<file path="src/rtl/traffic_pkg.sv">
// Shared lamp encodings, decoded lamp-state type and lightout bus helpers.
package traffic_pkg;

  localparam logic [2:0] LIGHT_RED = 3'b100;
  localparam logic [2:0] LIGHT_YEL = 3'b010;
  localparam logic [2:0] LIGHT_GRN = 3'b001;

  // Widest bus the slice helper accepts; narrower buses are zero-extended.
  localparam int MAX_ROADS = 16;

  typedef enum logic [1:0] {L_RED, L_YEL, L_GRN, L_BAD} lamp_t;

  function automatic logic [2:0] road_bits(input logic [3*MAX_ROADS-1:0] bus,
                                           input int unsigned k);
    logic [3*MAX_ROADS-1:0] sh;
    sh = bus >> (3 * k);
    return sh[2:0];
  endfunction

  function automatic lamp_t decode_lamp(input logic [2:0] code);
    case (code)
      LIGHT_RED: return L_RED;
      LIGHT_YEL: return L_YEL;
      LIGHT_GRN: return L_GRN;
      default:   return L_BAD;
    endcase
  endfunction

endpackage

</file>
<file path="src/rtl/tl_road_checker.sv">
// Per-road lamp decode, previous legal state, run-length counter and
// transition/timing error pulses for the current sample.
module tl_road_checker
  import traffic_pkg::*;
#(
  parameter int CNT_W      = 8,
  parameter int MIN_GREEN  = 3,
  parameter int MIN_YELLOW = 1
) (
  input  logic       clk,
  input  logic       rst,
  input  logic [2:0] code,
  input  logic       sync,
  output lamp_t      lamp,
  output logic       seq_err,
  output logic       tim_err,
  output logic       yel_to_red
);

  localparam logic [31:0] MING = MIN_GREEN;
  localparam logic [31:0] MINY = MIN_YELLOW;

  lamp_t            prev;
  logic [CNT_W-1:0] run;

  assign lamp = decode_lamp(code);

  always_comb begin
    seq_err    = 1'b0;
    tim_err    = 1'b0;
    yel_to_red = 1'b0;
    if (sync && lamp != L_BAD) begin
      if ((prev == L_RED && lamp == L_YEL) ||
          (prev == L_GRN && lamp == L_RED) ||
          (prev == L_YEL && lamp == L_GRN))
        seq_err = 1'b1;
      if (prev == L_GRN && lamp == L_YEL && 32'(run) < MING)
        tim_err = 1'b1;
      if (prev == L_YEL && lamp == L_RED) begin
        yel_to_red = 1'b1;
        if (32'(run) < MINY)
          tim_err = 1'b1;
      end
    end
  end

  // Stage p0 -> p1: illegal codes leave the history untouched
  always_ff @(posedge clk or posedge rst) begin
    if (rst) begin
      prev <= L_RED;
      run  <= '0;
    end else if (lamp != L_BAD) begin
      prev <= lamp;
      if (sync && lamp == prev)
        run <= (&run) ? run : run + 1'b1;
      else
        run <= CNT_W'(1);
    end
  end

endmodule

</file>
<file path="src/rtl/traffic_light_monitor.sv">
// Passive checker on the controller's lightout bus: active road, phase length,
// rotation count and sticky protocol error flags, all registered.
module traffic_light_monitor
  import traffic_pkg::*;
#(
  parameter int NUM_ROADS  = 4,
  parameter int MIN_GREEN  = 3,
  parameter int MIN_YELLOW = 1,
  parameter int CNT_W      = 8
) (
  input  logic                   clk,
  input  logic                   rst,
  input  logic [3*NUM_ROADS-1:0] lightout,
  input  logic                   clr_err,
  output logic [1:0]             active_road,
  output logic                   active_valid,
  output logic [CNT_W-1:0]       phase_cnt,
  output logic [CNT_W-1:0]       rotations,
  output logic                   err_illegal,
  output logic                   err_conflict,
  output logic                   err_sequence,
  output logic                   err_timing
);

  logic [3*MAX_ROADS-1:0] bus;
  lamp_t                  lamp [NUM_ROADS];
  logic [NUM_ROADS-1:0]   seq_v, tim_v, ytr_v;
  logic [3*NUM_ROADS-1:0] lightout_p1;
  logic                   sync;
  int                     nonred_cnt;
  logic [1:0]             sel_road;
  logic                   any_bad;

  always_comb begin
    bus                    = '0;
    bus[3*NUM_ROADS-1:0]   = lightout;
  end

  for (genvar k = 0; k < NUM_ROADS; k++) begin : g_road
    tl_road_checker #(
      .CNT_W      (CNT_W),
      .MIN_GREEN  (MIN_GREEN),
      .MIN_YELLOW (MIN_YELLOW)
    ) u_chk (
      .clk        (clk),
      .rst        (rst),
      .code       (road_bits(bus, k)),
      .sync       (sync),
      .lamp       (lamp[k]),
      .seq_err    (seq_v[k]),
      .tim_err    (tim_v[k]),
      .yel_to_red (ytr_v[k])
    );
  end

  always_comb begin
    nonred_cnt = 0;
    sel_road   = '0;
    any_bad    = 1'b0;
    for (int k = 0; k < NUM_ROADS; k++) begin
      if (lamp[k] == L_BAD)
        any_bad = 1'b1;
      else if (lamp[k] != L_RED) begin
        nonred_cnt = nonred_cnt + 1;
        sel_road   = 2'(k);
      end
    end
  end

  // Stage p0 -> p1: aggregate road results into registered status
  always_ff @(posedge clk or posedge rst) begin
    if (rst) begin
      sync         <= 1'b0;
      lightout_p1  <= '0;
      active_road  <= '0;
      active_valid <= 1'b0;
      phase_cnt    <= '0;
      rotations    <= '0;
      err_illegal  <= 1'b0;
      err_conflict <= 1'b0;
      err_sequence <= 1'b0;
      err_timing   <= 1'b0;
    end else begin
      sync        <= 1'b1;
      lightout_p1 <= lightout;
      if (!sync || lightout != lightout_p1)
        phase_cnt <= CNT_W'(1);
      else
        phase_cnt <= (&phase_cnt) ? phase_cnt : phase_cnt + 1'b1;
      if (ytr_v[NUM_ROADS-1])
        rotations <= rotations + 1'b1;
      active_valid <= (nonred_cnt == 1);
      if (nonred_cnt == 1)
        active_road <= sel_road;
      err_illegal  <= (err_illegal  & ~clr_err) | any_bad;
      err_conflict <= (err_conflict & ~clr_err) | (nonred_cnt > 1);
      err_sequence <= (err_sequence & ~clr_err) | (|seq_v);
      err_timing   <= (err_timing   & ~clr_err) | (|tim_v);
    end
  end

endmodule

</file>
<file path="config.mk">
export PLATFORM = sky130hd
export DESIGN_NAME = traffic_light_monitor
export DESIGN_NICKNAME = d
export VERILOG_FILES = /design/src/rtl/traffic_pkg.sv /design/src/rtl/tl_road_checker.sv /design/src/rtl/traffic_light_monitor.sv
export SDC_FILE = /design/constraint.sdc
export NUM_CORES = 1
export LEC_CHECK = 0
export CORE_MARGIN = 2
export CORE_UTILIZATION = 45
export CTS_CLUSTER_DIAMETER = 40
export CTS_CLUSTER_SIZE = 12
export DETAILED_ROUTE_END_ITERATION = 7
export DONT_BUFFER_PORTS = 1
export GPL_TIMING_DRIVEN = 0
export PLACE_DENSITY = 0.73
export RECOVER_POWER = 25
export SLEW_MARGIN = 20
export SYNTH_ARGS = -nofsm -noshare
export SYNTH_HDL_FRONTEND = slang
export SYNTH_SLANG_ARGS = --single-unit
</file>
<file path="constraint.sdc">
create_clock -name clk -period 2.5 [get_ports clk]
set_input_delay 0.5 -clock clk [delete_from_list [all_inputs] [get_ports clk]]
set_output_delay 0.5 -clock clk [all_outputs]
set_load 0.02 [all_outputs]
</file>
=== After elaboration in Yosys (flattened, before gate mapping) ===
Index checks and enable logic that the tools add are counted.

* Register bits: 76
* Input port bits: 15
* Output and inout port bits: 23
* Word-level logic and storage cells: 215

* Reductions and logical operators: 65
* Mux-type cells: 58
* Equal/unequal tests: 47
* Bitwise gates (word level): 9
* Add/subtract/negate cells: 9
* Order comparisons: 9

{| class="wikitable"
|+ Operator list
! kind !! count
|-
| 2-to-1 mux 32 bit || 7
|-
| adder 32 x 2 -> 32 bit (second input constant) || 3
|-
| 2-to-1 mux 8 bit || 10
|-
| adder 8 x 1 -> 8 bit (second input constant) || 6
|-
| AND reduction 8 bit || 5
|-
| 2-to-1 mux 1 bit || 33
|-
| == test 32 x 2 -> 1 bit (second input constant) || 1
|-
| > comparator 32 x 2 -> 1 bit (second input constant) || 1
|-
| logical AND 1 bit || 32
|-
| less-than comparator 8 x 1 -> 1 bit (second input constant) || 4
|-
| less-than comparator 8 x 2 -> 1 bit (second input constant) || 4
|-
| == test 2 bit (second input constant) || 12
|-
| one-hot mux 2 bit (3 select lines) || 4
|-
| inequality test 2 bit (second input constant) || 9
|-
| == test 2 x 1 -> 1 bit (second input constant) || 8
|-
| logical NOT 2 bit || 8
|-
| == test 3 x 1 -> 1 bit (second input constant) || 4
|-
| == test 3 x 2 -> 1 bit (second input constant) || 4
|-
| == test 3 bit (second input constant) || 4
|-
| inequality test 12 bit || 1
|-
| logical OR 1 bit || 9
|-
| == test 2 bit || 4
|-
| 2-to-1 mux 2 bit || 4
|-
| AND reduction 2 bit || 4
|-
| other kinds (6) || 16
|}

=== Longest topological paths before layout ===
Gate-level depths: netlist (run 1).

* Word-level depth: 16
* Gate-level depth with buffers: 15

=== Hierarchy ===
Synthesis (run 1) repeated with hierarchy kept, for this count alone.

* Cells, all modules: 553
* Area, all modules: 5052.3 um2

{| class="wikitable"
|+ Modules (own cells, without submodules)
! module !! area an instance (um2) !! instances !! seq. area each (um2) !! cells each
|-
| tl_road_checker || 839.6 || 4 || 250.2 || 101
|-
| traffic_light_monitor || 1694.1 || 1 || 900.9 || 149
|}

=== Worst setup path before layout (run 1) ===
Ideal clock, no wire load.

* Path kind: in2reg
* From: input lightout[3]
* To: register active_road[0]
* Path buffers: 2
* Stages: 14
* Setup time: 0.125 ns
* Data required time: 2.375 ns
* Setup slack: -1.303 ns
* Data arrival time: 3.678 ns
* Path through: clkbuf_1 > nand2b_1 > a21o_1 > ha_1 > buf_2 > inv_2 > mux2_2 > ha_1 > mux2_1 > ha_1 > nand2b_1 > a211o_1 > mux2i_1 > mux2_2

* Longest elaborated chain between the ends: 12
* Elaborated cells between the ends (all ways): 21

{| class="wikitable"
|+ Ends and longest elaborated chain
! what !! line !! RTL
|-
| start, declared || traffic_light_monitor.sv:13 || <nowiki>input logic [3*NUM_ROADS-1:0] lightout,</nowiki>
|-
| == test 3 x 1 -> 1 bit (tied with other cells) || traffic_pkg.sv:21 || <nowiki>case (code)</nowiki>
|-
| one-hot mux 2 bit (3 select lines) * || traffic_pkg.sv:21 ||
|-
| via g_road[1].u_chk.lamp[0] || tl_road_checker.sv:14 || <nowiki>output lamp_t lamp,</nowiki>
|-
| nonzero test 2 bit || traffic_light_monitor.sv:63 || <nowiki>else if (lamp[k] != L_RED) begin</nowiki>
|-
| 2-to-1 mux 32 bit || traffic_light_monitor.sv:63 ||
|-
| 2-to-1 mux 32 bit || traffic_light_monitor.sv:61 || <nowiki>if (lamp[k] == L_BAD)</nowiki>
|-
| adder 32 x 2 -> 32 bit || traffic_light_monitor.sv:64 || <nowiki>nonred_cnt = nonred_cnt + 1;</nowiki>
|-
| 2-to-1 mux 32 bit || traffic_light_monitor.sv:63 ||
|-
| 2-to-1 mux 32 bit || traffic_light_monitor.sv:61 ||
|-
| adder 32 x 2 -> 32 bit || traffic_light_monitor.sv:64 ||
|-
| 2-to-1 mux 32 bit || traffic_light_monitor.sv:63 ||
|-
| 2-to-1 mux 32 bit || traffic_light_monitor.sv:61 ||
|-
| == test 32 x 2 -> 1 bit || traffic_light_monitor.sv:93 || <nowiki>if (nonred_cnt == 1)</nowiki>
|-
| end signal, assigned || traffic_light_monitor.sv:94 || <nowiki>active_road <= sel_road;</nowiki>
|-
| end, declared || traffic_light_monitor.sv:15 || <nowiki>output logic [1:0] active_road,</nowiki>
|}

Mark *: on every way through the listed nets, which the timed path passes. The rest lies on a longest branch.
A chain may end at the register's enable or synchronous reset.

=== Final worst setup path (run 1) ===
* From: input lightout[5]
* To: register active_road[1]

* Longest elaborated chain between the ends: 12
* Elaborated cells between the ends (all ways): 15

{| class="wikitable"
|+ Ends and longest elaborated chain
! what !! line
|-
| == test 3 x 1 -> 1 bit (tied with other cells) || traffic_pkg.sv:21
|-
| one-hot mux 2 bit (3 select lines) * || traffic_pkg.sv:21
|-
| via g_road[1].u_chk.lamp[0] || tl_road_checker.sv:14
|-
| nonzero test 2 bit || traffic_light_monitor.sv:63
|-
| 2-to-1 mux 32 bit || traffic_light_monitor.sv:63
|-
| 2-to-1 mux 32 bit * || traffic_light_monitor.sv:61
|-
| adder 32 x 2 -> 32 bit || traffic_light_monitor.sv:64
|-
| 2-to-1 mux 32 bit || traffic_light_monitor.sv:63
|-
| 2-to-1 mux 32 bit * || traffic_light_monitor.sv:61
|-
| adder 32 x 2 -> 32 bit || traffic_light_monitor.sv:64
|-
| 2-to-1 mux 32 bit || traffic_light_monitor.sv:63
|-
| 2-to-1 mux 32 bit * || traffic_light_monitor.sv:61
|-
| == test 32 x 2 -> 1 bit * || traffic_light_monitor.sv:93
|}

Marked as above.

==> results_dict.tcl, run 1 <==
set metrics [dict create \
    stdcell_count 681 \
    cts_buffers 9 \
    multi_input_area_um2 2660 \
    gr-max-usage-layer "met2" \
    setup_tns_ns -1.92 \
    grt_max_degree 45 \
    hold_path_startpoint "lightout[3]" \
    required_ns 2.74 \
    cp.arrival_ns 3.34 \
    synth-simple-area-share 0.238 \
    skew_ns 0.00897 \
    peakVddDrop_uv 439 \
    utilization 0.528 \
    period_minus_slack_ns 3.10 \
    rsz0062_at_grt "true" \
    use_met3 0.0513 \
    maxCapViolations 1 \
    violations "max-capacitance violations, max-slew violations, negative setup slack" \
    drc_errors 0 \
    wl_mm 10.4 \
    async_flop_share 1.00 \
    min_path_type "in2reg" \
    placed_area_um2 4950 \
    n_fill_cell 946 \
    synth_ff_type "dfrtp_1" \
    clk_latency_ns 0.35 \
    ys_warn_count 0 \
    synth_nets 549 \
    slew-limit-headroom -0.000120 \
    routabilityCongestion 0.882 \
    clkTransAtPathRegs_ns 0.09 \
    final_hold_viol_count 0 \
    tightestPinTransition_ns 1.49 \
    wire_per_inst_um 15.3 \
    first_pass_iters 4 \
    fin_ws_ns -0.595 \
    path_class "in2reg" \
    grt_pass1_wl_mm 17.5 \
    path_buf_inv 3 \
    synth-seq-cells 76 \
    antenna_found_initial 0 \
    setup.worst_path.start "lightout[5]" \
    area.sequential_um2 1900 \
    cp_slowest_cell "mux2_4" \
    power_leakage_nw 2.26 \
    syn-instance-count 514 \
    crit_fanout 10 \
    ys_seq_area_frac 0.408 \
    syn_area_um2 4660 \
    synth_edf_count 0 \
    initial_core_util 0.458 \
    synth_compound_area_frac 0.134 \
    hold_ws_ns 0.166 \
    slowest_delay_ns 0.32 \
    slew_viol_final 1 \
    muxShareOfSynthArea 0.0325 \
    h-tree-depth 3 \
    p_per_area_nw_per_um2 619 \
    use_met1 0.248 \
    drive_gt1_frac 0.150 \
    post-place-ws_ns -1.23 \
    cts.sinks 76 \
    io_pins 38 \
    die_w_um 106 \
    finalNetCount 575 \
    ant_nets 0 \
    yosysUniqueCellTypes 61 \
    fmax_mhz 323 \
    r2r_start "sync" \
    viasPerCell 5.61 \
    crit_path_start_kind "input port" \
    root_buffer "clkbuf_8" \
    path_delay_family "multiplexers" \
    die-height_um 106 \
    cts_tree "done" \
    areaGrowthSynthToFinish_pct 15.3 \
    placementRows 37 \
    coreArea_um2 10200 \
    fin_crit_sh 1.24 \
    hpwl_mm 7.30 \
    cts_hold_buf 0 \
    synth_top_family_by_area "simple AND/OR/NAND/NOR gates" \
    synthAdderAreaFrac 0.0601 \
    final-setup-viol-count 4 \
    vias 3821 \
    synth-xor-area-share 0.0751 \
    end_kind "flop" \
    cts_buffer_depth 2 \
    cpMostUsedCell "mux2_4" \
    finalPower_mw 3.33 \
    portBuffers 0 \
    finish.instance_area_um2 5380 \
    crit_chain "clkbuf_16 > nand2b_4 > a21o_1 > ha_2 > buf_6 > inv_4 > mux2_4 > ha_4 > mux2_4 > ha_4 > nand2b_4 > a211o_1 > mux2i_4 > mux2_4" \
    diodes 0 \
    dieArea_um2 11200 \
    status "finished with violations" \
    drtIter0Drc 319 \
    grt_use_total 0.192 \
    place_inst 651 \
    grt.met2_usage 0.318 \
    gr-total-overflow 0 \
    syn_avg_cell_area_um2 9.07 \
    grt_pass1_vias 3692 \
]
-- logic make-up (layout without fill, tap and decap cells) --
family	count (synthesis)	count (layout)
AND/OR/NAND/NOR	210	210
AO/OA/AOI/OAI	96	96
flip-flops	76	76
buffers and inverters	54	85
XOR/XNOR	40	40
adder cells (fa/ha/maj)	23	23
multiplexers	14	14
other	1	1
-- worst reg2reg max path: cells and delay by family, from the launching register on --
family / cells / cell delay, ns
flip-flops: 1 / 0.36
AND/OR/NAND/NOR: 2 / 0.37
AO/OA/AOI/OAI: 2 / 0.66
buffers and inverters: 2 / 0.77
-- registers in the layout (all words and copies together), names as in the netlist, 2 cells and up --
register / count
g_road.u_chk.prev: 8
phase_cnt: 8
g_road.u_chk.run: 32
rotations: 8
lightout_p1: 12
active_road: 2
-- cell usage in the layout (no fill, tap or decap), types with 13 or more instances in the layout --
cell type / instances
buf_4: 16
nand2_1: 41
a21oi_1: 32
nand4_1: 18
nand3_1: 17
nor2_1: 46
inv_1: 23
xor2_1: 18
o21ai_0: 20
ha_1: 13
xnor2_1: 21
dfrtp_1: 76
-- layout make-up --
class,instances,area share
flip-flops and latches,76,0.354
inverters,28,0.0202
clock buffers,10,0.0256
well taps,136,0.0316
plain buffers,25,0.0361
multi-input cells,384,0.495
clock inverters,6,0.0133
repair buffers,16,0.0247
-- power breakdown --
part | internal (mW) | switching, mW
registers | 1.36 | 0.195
clock network | 0.497 | 0.492
logic | 0.360 | 0.428
total | 2.21 | 1.12
-- path summary, 6_finish.rpt --
kind	to	slack [ns]	cells past startpoint
max in group asynchronous	g_road[0].u_chk.prev[1]	1.33	2
worst min-delay path	lightout_p1[3]	0.17	0
min in group asynchronous	g_road[3].u_chk.run[3]	0.37	1
worst min register to register	g_road[1].u_chk.run[0]	0.54	1
worst max register to register	g_road[2].u_chk.run[0]	0.23	6
worst max-delay path	active_road[1]	-0.60	14
-- routing by layer --
| metal | vias up | share of wire |
|---|---|---|
| met5 | - | 0 |
| met4 | 0 | 0.016 |
| met3 | 16 | 0.058 |
| met2 | 96 | 0.48 |
| met1 | 1841 | 0.44 |
| li1 | 1868 | - |
-- cells in the mapped netlist (5+ instances only) --
cell type / instances / area [µm²]
dfrtp_1: 76 / 1900
nor2_1: 48 / 180
nand2_1: 42 / 158
a21oi_1: 32 / 160
inv_1: 27 / 101
o21ai_0: 21 / 105
xnor2_1: 21 / 184
ha_1: 20 / 250
xor2_1: 19 / 166
nand4_1: 18 / 113
nand3_1: 17 / 85.1
clkbuf_1: 15 / 56.3
nand2b_1: 14 / 87.6
and3_1: 11 / 68.8
nor3_1: 11 / 55.1
mux2_2: 8 / 90.1
nor4_1: 8 / 50.1
buf_2: 7 / 35.0
o31ai_1: 7 / 52.6
nor2b_1: 6 / 37.5
or3_1: 6 / 37.5
and2_1: 5 / 31.3
mux2i_1: 5 / 50.1
-- what timing repair did --
item | in CTS | in global routing
resized for setup | 20 | 5
pin swaps | 7 | 4
buffers inserted | 9 | 6
endpoints found under the setup margin | 4 | 9
Note: power is estimated with default switching activity, not from simulation.
==> run 2, diff against run 1 <==
Settings changed: CORE_UTILIZATION 45 to 58, PLACE_DENSITY 0.73 to 0.87.
==> run 2 against run 1 <==
Net effect: the flow finishes with violations (max-capacitance violations, negative setup slack); non-clock buffer count shrank 1; clock skew hardly changed; fmax down 1.7%; global-route usage up 7.0 points; sequential share of layout area is essentially flat; total power rose by 8.8%; critical path depth grew 1; die area fell by 22%; clock power increased by 25%; highest routed layer unchanged.
==> results_dict.tcl, run 2 (synthesis gave the netlist of run 1 again) <==
set metrics [dict create \
    ant_nets 0 \
    routabilityCongestion 0.883 \
    top_register "g_road.u_chk.run" \
    required_ns 2.74 \
    gr-total-overflow 0 \
    rsz0062_at_grt "true" \
    path_class "in2reg" \
    swShare 0.311 \
    final_hold_viol_count 0 \
    slew-limit-headroom 0.0114 \
    clkTransAtPathRegs_ns 0.08 \
    finalNetCount 574 \
    p_int_mw 2.49 \
    fmax_mhz 318 \
    grt_max_degree 46 \
    power.switching_mw 1.13 \
    wire_per_inst_um 17.5 \
    viasPerCell 6.34 \
    min_path_type "in2reg" \
    io_pins 38 \
    cts_buffers 9 \
    crit_path_start_kind "input port" \
    die_w_um 93.7 \
    largest_reg_flops 32 \
    setup_tns_ns -2.21 \
    drive_gt1_frac 0.145 \
    clk_latency_ns 0.36 \
    cp.arrival_ns 3.39 \
    final_cell_mix "dfrtp_1 (76), nor2_1 (47), nand2_1 (42)" \
    clockPowerShare 0.342 \
    use_met3 0.0626 \
    initial_core_util 0.601 \
    placementRows 32 \
    status "finished with violations" \
    grt_pass1_wl_mm 18.3 \
    p_per_area_nw_per_um2 673 \
    pwr-share-comb 0.227 \
    peakVddDrop_uv 517 \
    tightestPinTransition_ns 1.47 \
    crit_fanout 8 \
    grt_pass1_vias 3884 \
    grt.met2_usage 0.460 \
    diodes 0 \
    place_inst 617 \
    fin_crit_sh 1.26 \
    skew_ns 0.00937 \
    use_met1 0.320 \
    stdcell_count 646 \
    final_common_cell "dfrtp_1" \
    dieArea_um2 8780 \
    end_kind "flop" \
    maxCapViolations 1 \
    p_seq_frac 0.431 \
    violations "max-capacitance violations, negative setup slack" \
    coreArea_um2 7770 \
    hpwl_mm 7.46 \
    h-tree-depth 3 \
    die-height_um 93.7 \
    cts.sinks 76 \
    gr-max-usage-layer "met2" \
    cts_buffer_depth 2 \
    cts_hold_buf 0 \
    vias 4093 \
    grt_use_total 0.262 \
    power_leakage_nw 2.28 \
    drc_errors 0 \
    first_pass_iters 5 \
    areaGrowthSynthToFinish_pct 15.4 \
    slew_viol_final 0 \
    wl_mm 11.3 \
    reg_top3 "g_road.u_chk.run x32, lightout_p1 x12" \
    period_minus_slack_ns 3.15 \
    drtIter0Drc 289 \
    portBuffers 0 \
    fin_ws_ns -0.649 \
    antenna_found_initial 0 \
    final-setup-viol-count 4 \
    cts_tree "done" \
    root_buffer "clkbuf_8" \
]
==> run 2: changes by cell type in the layout (fill, tap and decap cells not counted), moves of 2 or more <==
| cell | delta |
|---|---|
| inv_6 | -2 |
| buf_4 | -2 |
| buf_8 | +2 |
| bufinv_16 | +3 |
==> run 2: critical path, cell delays in order <==
cell and delay [ns]:
clkbuf_16 0.14, nand2b_4 0.13, a21o_1 0.22, inv_2 0.09, ha_4 0.13, inv_2 0.04
ha_4 0.20, mux2_4 0.27, ha_4 0.22, mux2_4 0.27, ha_4 0.17, nand2b_4 0.14
a211o_1 0.30, mux2i_4 0.22, mux2_4 0.33
==> run 2: path summary, 6_finish.rpt <==
path                                             start                      to  slack [ns]  depth (start not counted)
worst max-delay path                       lightout[5]          active_road[0]       -0.65                         15
worst min-delay path                      lightout[10]         lightout_p1[10]        0.16                          0
worst max register to register                    sync  g_road[2].u_chk.run[0]        0.27                          6
worst min register to register  g_road[2].u_chk.run[4]  g_road[2].u_chk.run[4]        0.54                          2
max in group asynchronous                          rst  g_road[3].u_chk.run[4]        1.33                          2
min in group asynchronous                          rst  g_road[0].u_chk.run[7]        0.36                          1
==> run 2: layer usage <==
metal	routed length (µm)	vias to the layer above
li1	-	1875
met1	4580	2023
met2	5720	164
met3	716	31
met4	279	0
met5	0	-
==> run 2: cell type report <==
class / instances / area (µm²)
buffer: 25 / 205
clock buffer: 10 / 128
clock inverter: 6 / 136
fill: 549 / 2380
inverter: 28 / 109
multi-input combinational: 384 / 2650
sequential: 76 / 1900
tap: 102 / 128
timing repair buffer: 15 / 125
==> run 2: metrics by stage <==
step	utilization	hold slack (ns)	worst slack (ns)	area [µm²]	power (mW)
2_1_floorplan	-	0.488	-0.977	4760	2.11
3_3_place_gp	0.629	0.507	-1.16	4890	2.23
3_5_place_dp	0.632	0.406	-1.23	4910	2.28
4_1_cts	0.685	0.0255	-0.663	5320	3.58
5_1_grt	0.693	0.154	-0.678	5380	3.78
6_report	0.693	0.164	-0.649	5380	3.62
==> run 2: timing repair <==
| action | CTS | global route |
|---|---|---|
| gates resized for setup | 17 | 9 |
| buffers inserted | 10 | 4 |
| setup endpoints to repair | 4 | 9 |
| pin swaps | 9 | 8 |
==> run 2: power groups by stage <==
stage          registers, mW  clock network (mW)  logic (mW)
2_1_floorplan           1.54                   0       0.569
3_3_place_gp            1.56                   0       0.667
3_5_place_dp            1.58                   0       0.708
4_1_cts                 1.55                1.25       0.779
5_1_grt                 1.58                1.29       0.907
6_report                1.56                1.24       0.821
==> run 3, diff against run 2 <==
Settings changed: SETUP_SLACK_MARGIN from default to 0.5.
==> run 3 against run 2 <==
Net effect: the flow finishes with violations (negative setup slack); clock power down 18%; non-clock buffer count is 22 higher; die area unchanged; utilization rose by 5.9 points.
==> results_dict.tcl, run 3 (synthesis gave the netlist of run 1 again) <==
set metrics [dict create \
    status "finished with violations" \
    violations "negative setup slack" \
    rsz0062_at_grt "true" \
    first_pass_iters 5 \
    final_hold_viol_count 0 \
    crit_chain "clkbuf_16 > nand2b_4 > a21o_1 > inv_2 > ha_4 > inv_4 > ha_4 > mux2_4 > ha_4 > mux2_4 > ha_4 > nand2b_4 > a211o_1 > mux2i_4 > mux2_4" \
    cp.arrival_ns 3.36 \
    cts_buffer_depth 2 \
    cpMostUsedCell "ha_4" \
    hpwl_mm 7.59 \
    grt_use_total 0.268 \
    vias 4334 \
    cp_slowest_cell "mux2_4" \
    maxCapViolations 0 \
    area.sequential_um2 1900 \
    p_seq_frac 0.441 \
    h-tree-depth 3 \
    path_class "in2reg" \
    placementRows 32 \
    crit_path_start_kind "input port" \
    die_w_um 93.7 \
    slew_viol_final 0 \
    ant_nets 0 \
    slowest_delay_ns 0.32 \
    n_fill_cell 472 \
    tightestPinTransition_ns 1.45 \
    swShare 0.353 \
    p_per_area_nw_per_um2 606 \
    clk_latency_ns 0.37 \
    clockPowerShare 0.289 \
    initial_core_util 0.601 \
    drtIter0Drc 370 \
    grt_pass1_vias 4011 \
    routabilityCongestion 0.858 \
    drc_errors 0 \
    viasPerCell 6.48 \
    final-setup-viol-count 4 \
    skew_ns 0.0229 \
    fin_ws_ns -0.600 \
    cts.sinks 76 \
    period_minus_slack_ns 3.10 \
    root_buffer "clkbuf_8" \
    clkTransAtPathRegs_ns 0.11 \
    wire_per_inst_um 19.5 \
    dieArea_um2 8780 \
    end_kind "flop" \
    reg_top3 "g_road.u_chk.run x32, lightout_p1 x12" \
    fin_crit_sh 1.24 \
    io_pins 38 \
    pwr-share-comb 0.270 \
    cts_buffers 9 \
    multi_input_area_um2 2900 \
    wl_mm 13.0 \
    p_int_mw 2.29 \
    finalNetCount 596 \
    die-height_um 93.7 \
    power_leakage_nw 2.46 \
    fmax_mhz 323 \
    finish.instance_area_um2 5840 \
    required_ns 2.76 \
    grt_max_degree 30 \
    crit_fanout 7 \
    largest_reg_flops 32 \
    hold_ws_ns 0.141 \
    final_common_cell "dfrtp_1" \
    top_register "g_road.u_chk.run" \
    coreArea_um2 7770 \
    finalPower_mw 3.54 \
    drive_gt1_frac 0.261 \
    min_path_type "in2reg" \
    grt_pass1_wl_mm 18.9 \
    antenna_found_initial 1 \
    peakVddDrop_uv 349 \
    power.switching_mw 1.25 \
    slew-limit-headroom 0.0305 \
    placed_area_um2 4990 \
    cts_tree "done" \
    areaGrowthSynthToFinish_pct 25.2 \
    gr-total-overflow 0 \
    final_cell_mix "dfrtp_1 (76), nor2_1 (41), nand2_1 (41)" \
    portBuffers 0 \
]
[run 3: cell type report]
cell class,count,area share
clock buffer,10,0.0236
multi-input combinational,384,0.496
buffer,26,0.0426
timing repair buffer,36,0.0576
antenna,1,0.000428
clock inverter,6,0.0122
sequential,76,0.326
tap,102,0.0218
inverter,28,0.0201
[run 3: final timing paths]
path                                    startpoint  depth (start not counted)                      to  slack, ns
max                                    lightout[5]                         15          active_road[0]      -0.60
min                                    lightout[1]                          0          lightout_p1[1]       0.14
max reg2reg                g_road[0].u_chk.prev[1]                          7  g_road[0].u_chk.run[7]       0.39
min reg2reg                 g_road[1].u_chk.run[0]                          1  g_road[1].u_chk.run[0]       0.54
max in group asynchronous                      rst                          5            rotations[4]       0.27
min in group asynchronous                      rst                          2            phase_cnt[6]       0.47
[run 3: stage by stage]
stage | std cells | util | setup TNS [ns] | setup WS, ns
after floorplan | 514 | - | -3.28 | -0.977
after global placement | 616 | 0.633 | -3.93 | -1.13
after detailed placement | 619 | 0.643 | -4.64 | -1.22
after CTS | 649 | 0.710 | -2.00 | -0.632
after global routing | 669 | 0.752 | -2.32 | -0.661
final | 669 | 0.752 | -1.95 | -0.600
[run 3: critical path, delay by kind of cell]
family | cells | cell delay [ns]
AND/OR/NAND/NOR | 2 | 0.27
adder cells (fa/ha/maj) | 4 | 0.72
AO/OA/AOI/OAI | 2 | 0.52
buffers and inverters | 3 | 0.25
multiplexers | 4 | 1.10
[run 3: layer usage]
layer  vias up  part of all wire  global-route usage
li1       1916                 -                   -
met3        67             0.081              0.0578
met5         -                 0                   0
met1      2110              0.38               0.337
met2       241              0.49               0.444
met4         0             0.048               0.120
[run 3: power by group through the flow]
stage / clock network, mW / logic, mW / registers, mW
2_1_floorplan: 0 / 0.580 / 1.54
3_3_place_gp: 0 / 0.678 / 1.56
3_5_place_dp: 0 / 0.732 / 1.57
4_1_cts: 1.01 / 0.826 / 1.55
5_1_grt: 1.07 / 1.04 / 1.58
6_report: 1.02 / 0.955 / 1.56
[run 3: timing repair]
item	4_1_cts	5_1_grt
hold buffers	1	0
buffers inserted	12	18
gates resized for setup	47	56
pin swaps	13	20
setup endpoints to repair	22	33
cloned	1	1
hold endpoints to repair	4	0
